===== src/rtl/imem_loader.sv =====
// imem_loader: fills instruction memory from a byte stream, holding the core in
// reset until the last word of the frame has been written.
module imem_loader #(
  parameter int ADDR_WIDTH = 6,
  parameter int DATA_WIDTH = 32
) (
  input  logic                  clk,
  input  logic                  areset,
  input  logic                  start,
  input  logic [7:0]            s_data,
  input  logic                  s_valid,
  output logic                  s_ready,
  output logic                  mem_we,
  output logic [ADDR_WIDTH-1:0] mem_addr,
  output logic [DATA_WIDTH-1:0] mem_wdata,
  output logic                  core_rst_n,
  output logic                  busy,
  output logic                  done,
  output logic                  err
);

  localparam int DEPTH = 1 << ADDR_WIDTH;

  typedef enum logic [2:0] {
    S_IDLE, S_HDR_LO, S_HDR_HI, S_DATA, S_WRITE, S_DONE, S_ERR
  } state_e;

  state_e                  state_q, state_d;
  logic [7:0]              n_lo_q, n_lo_d;
  logic [15:0]             n_q, n_d;
  logic [15:0]             word_cnt_q, word_cnt_d;
  logic [1:0]              byte_idx_q, byte_idx_d;
  logic [DATA_WIDTH-1:0]   asm_q, asm_d;
  logic [ADDR_WIDTH-1:0]   addr_q, addr_d;
  logic [DATA_WIDTH-1:0]   wdata_q, wdata_d;

  logic        xfer;
  logic [15:0] n_full;

  // Status/handshake outputs are pure state decodes; address/data are held registers
  assign s_ready    = (state_q == S_HDR_LO) || (state_q == S_HDR_HI) || (state_q == S_DATA);
  assign mem_we     = (state_q == S_WRITE);
  assign busy       = s_ready || mem_we;
  assign done       = (state_q == S_DONE);
  assign err        = (state_q == S_ERR);
  assign core_rst_n = (state_q == S_DONE);
  assign mem_addr   = addr_q;
  assign mem_wdata  = wdata_q;

  assign xfer   = s_valid && s_ready;
  assign n_full = {s_data, n_lo_q};

  // State and datapath registers
  always_ff @(posedge clk or negedge areset) begin
    if (!areset) begin
      state_q    <= S_IDLE;
      n_lo_q     <= '0;
      n_q        <= '0;
      word_cnt_q <= '0;
      byte_idx_q <= '0;
      asm_q      <= '0;
      addr_q     <= '0;
      wdata_q    <= '0;
    end else begin
      state_q    <= state_d;
      n_lo_q     <= n_lo_d;
      n_q        <= n_d;
      word_cnt_q <= word_cnt_d;
      byte_idx_q <= byte_idx_d;
      asm_q      <= asm_d;
      addr_q     <= addr_d;
      wdata_q    <= wdata_d;
    end
  end

  // Next-state logic; start is only honoured outside a session
  always_comb begin
    state_d    = state_q;
    n_lo_d     = n_lo_q;
    n_d        = n_q;
    word_cnt_d = word_cnt_q;
    byte_idx_d = byte_idx_q;
    asm_d      = asm_q;
    addr_d     = addr_q;
    wdata_d    = wdata_q;
    case (state_q)
      S_IDLE, S_DONE, S_ERR: begin
        if (start) state_d = S_HDR_LO;
      end
      S_HDR_LO: begin
        if (xfer) begin
          n_lo_d  = s_data;
          state_d = S_HDR_HI;
        end
      end
      S_HDR_HI: begin
        if (xfer) begin
          n_d = n_full;
          if (n_full == 16'd0) begin
            state_d = S_DONE;
          end else if ({1'b0, n_full} > 17'(DEPTH)) begin
            state_d = S_ERR;
          end else begin
            word_cnt_d = '0;
            byte_idx_d = '0;
            state_d    = S_DATA;
          end
        end
      end
      S_DATA: begin
        if (xfer) begin
          // Shift right so the first byte of the word ends up in [7:0]
          asm_d      = {s_data, asm_q[DATA_WIDTH-1:8]};
          byte_idx_d = byte_idx_q + 2'd1;
          if (byte_idx_q == 2'd3) begin
            // Capture the write beat here so it is stable for the WRITE cycle
            addr_d  = word_cnt_q[ADDR_WIDTH-1:0];
            wdata_d = {s_data, asm_q[DATA_WIDTH-1:8]};
            state_d = S_WRITE;
          end
        end
      end
      S_WRITE: begin
        word_cnt_d = word_cnt_q + 16'd1;
        byte_idx_d = '0;
        state_d    = ((word_cnt_q + 16'd1) == n_q) ? S_DONE : S_DATA;
      end
      default: state_d = S_IDLE;
    endcase
  end

endmodule


===== config.mk =====
export PLATFORM = sky130hd
export DESIGN_NAME = imem_loader
export DESIGN_NICKNAME = d
export VERILOG_FILES = /design/src/rtl/imem_loader.sv
export SDC_FILE = /design/constraint.sdc
export NUM_CORES = 1
export LEC_CHECK = 0
export BUFFER_PORTS_ARGS = -buffer_cell sky130_fd_sc_hd__buf_2
export CORE_AREA = 8 8 104 106
export CTS_CLUSTER_DIAMETER = 60
export DETAILED_ROUTE_END_ITERATION = 8
export DIE_AREA = 0 0 112 114
export PLACE_DENSITY = 0.74
export SYNTH_ARGS = -nofsm -noshare
export SYNTH_HDL_FRONTEND = slang
export SYNTH_SLANG_ARGS = --single-unit

===== constraint.sdc =====
create_clock -name clk -period 2.35 [get_ports clk]
set_input_delay 0.5875 -clock clk [delete_from_list [all_inputs] [get_ports clk]]
set_output_delay 0.5875 -clock clk [all_outputs]
set_load 0.02 [all_outputs]

==> results of run 1 <==
-- cell usage in the layout, fill, tap and decap left out, drive strengths merged, types with 7 or more instances in the layout --
master / netlist / routed
dfrtp: 107 / 107
mux2: 85 / 85
buf: 10 / 75
o21ai: 23 / 23
nand2: 21 / 21
nor2: 20 / 20
xnor2: 16 / 16
a21oi: 15 / 15
nand3: 10 / 10
o31ai: 9 / 9
clkbuf: 13 / 9
inv: 5 / 7
-- path summary, 6_finish.rpt --
check                         startpoint              to  slack, ps  cells past startpoint
setup / recovery              state_q[2]          mem_we        120                      4
hold / removal                    areset    mem_wdata[0]        140                      1
setup reg to reg           word_cnt_q[9]      state_q[2]        140                      7
hold reg to reg            mem_wdata[24]   mem_wdata[24]        510                      1
max in group asynchronous         areset  word_cnt_q[10]       1540                      2
min in group clk           mem_wdata[24]   mem_wdata[24]        510                      1
-- cells by family after synthesis --
group | count (synthesis)
xor+xnor | 22
simple gates | 95
buf+inv | 28
mux | 86
fa+ha+maj | 2
flops | 107
compound gates | 63
-- registers in the layout (all words and copies together), names as in the netlist --
signal and cells:
state_q 3, mem_wdata 32, asm_q 24, mem_addr 6
word_cnt_q 16, n_q 16, n_lo_q 8, byte_idx_q 2
-- synth_stat cells (all sizes together) (9+ instances only) --
cell    number
dfrtp      107
mux2        85
o21ai       23
nand2       21
nor2        20
xnor2       16
a21oi       15
clkbuf      13
buf         10
nand3       10
o31ai        9
-- critical path: stages, from the launching register on --
cell and delay, ps:
dfrtp_1 470, buf_4 190, nand2_1 120, clkinvlp_4 250
buf_2 240
-- power groups by stage --
stage	clock network, mW	logic, mW	registers, mW
finish	1.19	3.09	3.32
global placement	0	2.87	3.31
detailed placement	0	2.96	3.35
floorplan	0	1.97	3.38
global route	1.27	3.36	3.44
CTS	1.22	3.00	3.32
-- area by class of cell --
cell class                 count  area (um2)
fill                         725        3440
sequential                   107        2680
multi-input combinational    268        2170
timing repair buffer          75         440
tap                          111         139
clock buffer                   9         124
clock inverter                 7        92.6
inverter                       5        22.5
-- layer usage --
| metal | global-route usage (%) | up-vias | routed length, um |
|---|---|---|---|
| li1 | - | 1578 | - |
| met1 | 23.1 | 1698 | 4840 |
| met2 | 27.8 | 81 | 5140 |
| met3 | 3.38 | 17 | 554 |
| met4 | 7.28 | 0 | 248 |
| met5 | 0 | - | 0 |
-- repair_timing --
| action | 4_1_cts | 5_1_grt |
|---|---|---|
| buffers inserted | 0 | 2 |
| pin swaps | 0 | 1 |
| setup endpoints to repair | 2 | 11 |
| gates resized for setup | 3 | 13 |
| cloned | 0 | 0 |
==> metrics.txt, run 1 <==
path type of the worst setup path=register to output port; crit end category=output port; first-pass GRT wire length=17.9 mm; routed wire length=between 10 and 15 mm; DR vias/cell=5.80; final antenna-violating net count=0; portion of netlist area occupied by mux cells=a little under 20%; sequential power share=43.7%; initial core utilization=roughly 54%; via count=between 3k and 4k; All-Layer GR Usage=between 15 and 20%; Max Cap Viol=0; Switch Pwr=a little under 3 mW; IO Count=56; leakage=between 2 and 3 nW; CTS tree=yes; DRC=0; Final period util=94.7%; final hold vios=0; total power=between 7 and 8 mW; share of layout cells above drive strength 1=between 40% and 50%; outcome=finished clean; Syn Area/Cell=12.2 um2; Post-synth EDFFs=0; CTS sink cnt=approximately 110; vias in the first global route=between 3k and 4k; Core Box Area=approximately 0.009 mm2; cells after synthesis=roughly 400; setup ws final=roughly 120 ps; HP Class=input pin to async pin; Worst slew margin=about two thirds; Gate power share=about two fifths; share of the synthesized area in the top cell type=54.6%; global route overflow=0; fin cells=slightly below 600; number of synthesized register bits=107; Worst Path Arrival=roughly 1600 ps; peak supply drop=~0.7 mV; synthesized net count=about 420; clock power share=between 10% and 20%; Synth Area in XOR/XNOR=~4%; cts hold-fix bufs=0; Slew Limit Fails=0; RSZ-0062 raised after global routing=false; largest net degree at the start of global routing=36; largest family of logic cells by synthesized area=multiplexers; Worst-Skew Late Latency=approximately 370 ps; Worst Path Required=approximately 1800 ps; Worst Clk Skew=7.76 ps; Compound-Gate Fraction of Synth Area=7.93%; post-synthesis cell type count=54; detail-routed net length per standard cell=18.5 um; critical path startpoint category=register; Post-Synth Adder-Cell Area=0.510%; internal power=4.63 mW; final non-filler cell area=between 0.005 and 0.006 mm2; ant diodes=0; CTS H-tree lvls=3; Simple-Gate Fraction of Synth Area=a little over a tenth; share of async-settable or async-resettable flops after synthesis=100%; leading post-synthesis cells by cell area=dfrtp_1, mux2_2, xnor2_1; Clock Path Buffers=2; Post-Place Cells=around 560; die height=between 100 and 150 um; register area share after synthesis=54.6%; final core occ=62.3%; DR iter-0 viols=between 100 and 150; switching share of power=39.0%; clock transition at the registers of the reported paths=between 100 and 150 ps; Slew @ Worst Pin=490 ps; final period demand of the worst path=between 2000 and 2500 ps; setup TNS=0 ps; DP Area=~0.0054 mm2; initial antenna violation count=0; Hold Slack=roughly 140 ps; die area=roughly 0.013 mm2; placed wire-length estimate=around 7.7 mm; IO Port Bufs=55; clk root buf=clkbuf_8; pre-CTS setup slack=-138 ps; nets@finish=480; Pwr Density=~1300 mW/mm2; Peak Freq=approximately 0.45 GHz; die width=roughly 110 um; Pre-antenna DRT Iters=5; Synth area leader=dfrtp_1; Site Rows=35; area grow syn2layout=15.6%; synthesized area=just under 0.005 mm2; crit-path max FO=8; CTS Buf Count=9; Final Setup Violations=0; prevailing post-synth register cell=dfrtp_1; synth warn=0; Placer Congestion=approximately 0.87
No activity file was read; power rests on OpenSTA's default activity.
==> run 2: changes to the inputs <==
==> constraint.sdc (replaced) <==
create_clock -name clk -period 2.35 [get_ports clk]
set_input_delay 0.235 -clock clk [delete_from_list [all_inputs] [get_ports clk]]
set_output_delay 0.235 -clock clk [all_outputs]
set_load 0.02 [all_outputs]
==> run 2 against run 1 <==
  * Sequential power increased by 2%
  * Highest routed layer unchanged
  * Critical endpoint is now state_q[2]
  * Largest power group unchanged
  * Final cell count decreased by 0.69%
  * Clock power is essentially flat
  * Clock skew up 2.8 ps
==> metrics.txt, run 2 (synthesized netlist as in run 1, its figures left out) <==
HP Class=input pin to register; HP Start=s_data[3]; clk root buf=clkbuf_8; setup ws final=68.1 ps (-55.4 ps); Worst path max stage delay=440 ps (-30 ps); Worst setup endpoint=state_q[2]; Crit path buffers/inverters=0 (-3); sequential cell area=0.00268 mm2 (about the same); die height=114 um (unchanged); first-pass GRT wire length=17.6 mm (-2.1%); Gate power share=38.5% (-2.2 points); total power=7.46 mW (-1.8%); Peak Freq=0.438 GHz (-2.4%); All-Layer GR Usage=17.1% (-0.45 points); die area=0.0128 mm2 (unchanged); Final Setup Violations=0 (unchanged); share of layout cells above drive strength 1=39.2% (-2.0 points); vias in the first global route=3393 (-1.7%); Pre-antenna DRT Iters=4 (-1); Pwr Density=1330 mW/mm2 (-0.43%); Switch Pwr=2.89 mW (-2.6%); Core Box Area=0.00911 mm2 (unchanged); clock transition at the registers of the reported paths=100 ps (about the same); GR met2 Demand/Resource=27.8% (-0.040 points); Post-Place Cells=561 (-0.53%); IO Port Bufs=55 (unchanged); final core occ=61.4% (-0.82 points); worst r2r src=word_cnt_q[1]; Slew Limit Fails=0 (unchanged); Worst slew margin=65.3% (-2.0 points); r2r worst-path depth=8 (+1); CTS H-tree lvls=3 (unchanged); Worst Setup SP=word_cnt_q[1]; Worst Path Arrival=2600 ps (+960 ps); switching share of power=38.7% (-0.33 points); sequential power share=45.1% (+1.4 points); crit-path max FO=6 (-2); Site Rows=35 (unchanged); routed wire length=10.6 mm (-1.6%); Slew @ Worst Pin=517 ps (+27.5 ps); fin cells=578 (-0.69%); Worst Clk Skew=10.6 ps (+2.81 ps); CTS tree=yes; final period demand of the worst path=2280 ps (+55.4 ps); initial core utilization=53.9% (unchanged); CTS sink cnt=107 (unchanged); Max Cap Viol=0 (unchanged); DRC=0 (unchanged); critical path startpoint category=register; Clock Path Buffers=2 (unchanged); die width=112 um (unchanged); register-to-register setup slack=70 ps (-70 ps); Placer Congestion=0.894 (+2.9%); filler cell count in the final layout=733 (+1.1%); Final period util=97.1% (+2.4 points); largest net degree at the start of global routing=86 (+140%); Worst-Skew Late Latency=370 ps (about the same); placed wire-length estimate=7.55 mm (-2.2%); final antenna-violating net count=0 (unchanged); leakage=2.64 nW (-0.20%); DR vias/cell=5.75 (-0.89%); met1 global-route usage=22.9% (-0.16 points); CP Depth=8 (+4); Worst Path Required=2660 ps (+900 ps); detail-routed net length per standard cell=18.4 um (-0.90%); CTS Buf Count=9 (unchanged); outcome=finished clean; nets@finish=476 (-0.83%); busiest grt layer=met2; DR iter-0 viols=173 (+29%); commonest non-fill, non-tap cell in the layout=dfrtp_1; IO Count=56 (unchanged); initial antenna violation count=0 (unchanged); most frequent cells in the layout=dfrtp_1, mux2_2, buf_2; area of the multi-input gates=0.00213 mm2 (-2.0%); delay-heaviest family, CP=simple AND/OR/NAND/NOR gates; ant diodes=0 (unchanged); area grow syn2layout=14.1%; slowest stage cell, crit path=dfrtp_1; internal power=4.58 mW (-1.2%); global route overflow=0 (unchanged); peak supply drop=0.758 mV (+11%); worst flop-to-flop path endpoint=state_q[2]; max FFs per register=32 (unchanged); crit end category=register; met3 Use GR=2.85% (-0.53 points); clock power share=16.3% (+0.6 points); final hold vios=0 (unchanged); path type of the worst setup path=register to register; via count=3321 (-1.6%); CP Cell Sequence=ha_2 > nand3_1 > nor3b_1 > a21oi_1 > o21a_1 > nor4_1 > nor4b_4 > a21o_1; pre-CTS setup slack=58.0 ps (+196 ps)
## run 2: cell types whose count changed in the layout (fill, tap and decap cells not counted), moves of 2 or more
cell and delta:
dfrtp_2 -2, clkinvlp_4 -3, dfrtp_1 +2, buf_4 -5
## run 2: area by class of cell
type	instances	area share, %
multi-input combinational	268	38.0
timing repair buffer	71	7.38
tap	111	2.48
clock inverter	7	1.68
sequential	107	47.9
clock buffer	9	2.21
inverter	5	0.335
## run 2: timing repair
action,in CTS,in global routing
resized for setup,0,7
setup buffers,0,0
hold buffers,1,0
setup endpoints to repair,0,2
hold endpoints to repair,22,0
## run 2: worst min-delay path by stage
stage,to,slack [ps],cells after the start
6_report,n_lo_q[3],170,2
4_1_cts,n_lo_q[3],170,2
5_1_grt,mem_wdata[25],180,2
3_3_place_gp,mem_wdata[0],160,1
3_5_place_dp,mem_wdata[0],170,1
2_1_floorplan,asm_q[10],-60,0
## run 2: through the flow
stage / hold slack [ps] / cell area, um2 / setup TNS [ps]
after floorplan: -60.6 / 4910 / 0
after global placement: 163 / 5340 / 0
after detailed placement: 171 / 5340 / 0
after CTS: 165 / 5570 / 0
after global routing: 179 / 5600 / -97.4
final: 174 / 5600 / 0
## run 2: power by group through the flow
stage | Combinational (mW) | Sequential, mW | Clock [mW]
after detailed placement | 2.86 | 3.40 | 0
final | 2.88 | 3.37 | 1.22
after floorplan | 1.97 | 3.38 | 0
after global placement | 2.79 | 3.36 | 0
after global routing | 3.16 | 3.50 | 1.31
after CTS | 2.87 | 3.36 | 1.25
## run 2: worst reg2reg max path, delay by kind of cell (launching register included)
family,cells,cell delay (ps)
flops,1,440
simple gates,4,1120
fa+ha+maj,1,260
compound gates,3,410
## run 2: routing by layer
layer,part of all wire [%],up-vias
li1,-,1574
met5,0,-
met1,46,1652
met4,0.90,0
met2,49,84
met3,4.7,11
==> run 3: changes to the inputs <==
Clock period 2.35 ns to 2.89 ns, I/O delays scaled along.
==> run 3 against run 2 <==
  * Die area did not move
  * Combinational power shrank 23%
  * Sequential power shrank 18%
  * Maximum frequency down 3.2%
  * Clock-buffer cell count unchanged
  * Worst setup slack better by 470 ps
  * Largest power group unchanged
==> metrics.txt, run 3 (synthesized netlist as in run 1, its figures left out) <==
worst r2r src=word_cnt_q[0]; ant diodes=0 (unchanged); Max Cap Viol=0 (unchanged); leakage=2.60 nW (-1.5%); CTS Buf Count=9 (unchanged); Post-Place Cells=556 (-0.89%); final antenna-violating net count=0 (unchanged); Placer Congestion=0.873 (-2.4%); Site Rows=35 (unchanged); Slew @ Worst Pin=714 ps (+197 ps); placed wire-length estimate=7.45 mm (-1.2%); outcome=finished clean; DR vias/cell=5.76 (+0.20%); cts hold-fix bufs=1 (unchanged); CTS tree=yes; All-Layer GR Usage=16.9% (-0.16 points); setup TNS=0 ps (unchanged); worst flop-to-flop path endpoint=state_q[1]; Final period util=81.5% (-16 points); first-pass GRT wire length=17.2 mm (-2.0%); nets@finish=471 (-1.1%); Pwr Density=1080 mW/mm2 (-19%); Slew Limit Fails=0 (unchanged); fin cells=573 (-0.87%); largest net degree at the start of global routing=60 (-30%); setup ws final=533 ps (+465 ps); commonest non-fill, non-tap cell in the layout=dfrtp_1; clock power share=16.6% (+0.3 points); CTS H-tree lvls=3 (unchanged); critical path startpoint category=register; area of the multi-input gates=0.00211 mm2 (-0.94%); crit-path max FO=7 (+1); final hold vios=0 (unchanged); crit end category=register; initial antenna violation count=0 (unchanged); global route overflow=0 (unchanged); clk root buf=clkbuf_8; initial core utilization=53.9% (unchanged); die width=112 um (unchanged); IO Port Bufs=55 (unchanged); DRC=0 (unchanged); Final Setup Violations=0 (unchanged); Clock Path Buffers=2 (unchanged); clock transition at the registers of the reported paths=110 ps (about the same); peak supply drop=0.542 mV (-28%); Worst slew margin=52.4% (-13 points); area grow syn2layout=12.5%; Gate power share=37.2% (-1.3 points); routed wire length=10.3 mm (-3.2%); share of layout cells above drive strength 1=37.2% (-2.0 points); vias in the first global route=3251 (-4.2%); die area=0.0128 mm2 (unchanged); via count=3299 (-0.66%); hold path endpoint=n_q[11]; switching share of power=38.6% (-0.076 points); Worst Hold Path Cells=2 (unchanged); Post-CTS Resized=0 (unchanged); sequential cell area=0.00268 mm2 (-0.14%); detail-routed net length per standard cell=17.9 um (-2.3%); filler cell count in the final layout=767 (+4.6%); Hold Slack=227 ps (+53.0 ps); Worst Clk Skew=11.6 ps (+1.02 ps); HP Class=input pin to register; sequential power share=46.2% (+1.1 points); Core Box Area=0.00911 mm2 (unchanged); Peak Freq=0.424 GHz (-3.2%); Pre-antenna DRT Iters=4 (unchanged); Post-CTS Setup Repair Bufs=0 (unchanged); Worst-Skew Late Latency=370 ps (about the same); most frequent cells in the layout=dfrtp_1, mux2_2, buf_2; r2r worst-path depth=8 (unchanged); DR iter-0 viols=145 (-16%); die height=114 um (unchanged); max FFs per register=32 (unchanged); Worst Path Required=3150 ps (+490 ps); Switch Pwr=2.31 mW (-20%); RSZ-0062 raised after global routing=false; CTS sink cnt=107 (unchanged); register-to-register setup slack=530 ps (+470 ps); final period demand of the worst path=2360 ps (+74.8 ps); internal power=3.67 mW (-20%); Worst Path Arrival=2620 ps (+20 ps); path type of the worst setup path=register to register; pre-CTS setup slack=580 ps (+522 ps); IO Count=56 (unchanged); HP Start=s_data[3]
run 3: cell types whose count changed in the layout (fill, tap and decap cells not counted), sizes merged:
cell | previous run | this run
buf | 70 | 65
inv | 8 | 9
clkinv | 3 | 1
clkinvlp | 0 | 1
run 3: layer usage:
layer / GRT usage (%) / share of wire (%) / vias to the layer above
li1: - / - / 1564
met4: 6.47 / 1.5 / 0
met5: 0 / 0 / -
met3: 3.38 / 4.9 / 14
met2: 26.6 / 48 / 73
met1: 22.6 / 46 / 1648
run 3: final cells by class:
type / count / share of cell area (%)
flip-flops and latches: 107 / 48.5
multi-input cells: 268 / 38.1
repair buffers: 66 / 6.57
well taps: 111 / 2.52
clock buffers: 9 / 2.24
clock inverters: 7 / 1.70
inverters: 5 / 0.340
run 3: power groups by stage:
stage          logic [mW]  registers (mW)  clock network, mW
2_1_floorplan        1.60            2.75                  0
3_3_place_gp         2.19            2.76                  0
3_5_place_dp         2.24            2.79                  0
4_1_cts              2.25            2.77               1.02
5_1_grt              2.46            2.87               1.07
6_report             2.22            2.77              0.990
run 3: through the flow:
| step | total power, mW | area (um2) | util (%) |
|---|---|---|---|
| 3_5_place_dp | 5.04 | 5290 | 58.1 |
| 2_1_floorplan | 4.35 | 4910 | - |
| 3_3_place_gp | 4.95 | 5290 | 58.1 |
| 6_report | 5.98 | 5520 | 60.6 |
| 5_1_grt | 6.40 | 5520 | 60.6 |
| 4_1_cts | 6.04 | 5520 | 60.6 |
run 3: how the worst max path moves through the flow:
stage                              from         end  slack [ps]  cells after the start
after CTS                 word_cnt_q[0]  state_q[2]         550                      7
after global routing      word_cnt_q[0]  state_q[1]         290                      7
final                     word_cnt_q[0]  state_q[1]         530                      8
after detailed placement  word_cnt_q[0]  state_q[1]         580                      7
after global placement    word_cnt_q[8]  state_q[1]         660                      7
after floorplan           word_cnt_q[7]  state_q[1]         830                      8
run 3: worst max-delay path, cell delays in order (launching register included):
cell and delay [ps]:
dfrtp_1 460, ha_1 290, nand3_1 230, nor3b_1 260, a21oi_1 60, o21a_1 190, nor4_1 330, nor4b_2 320
o21ai_1 90
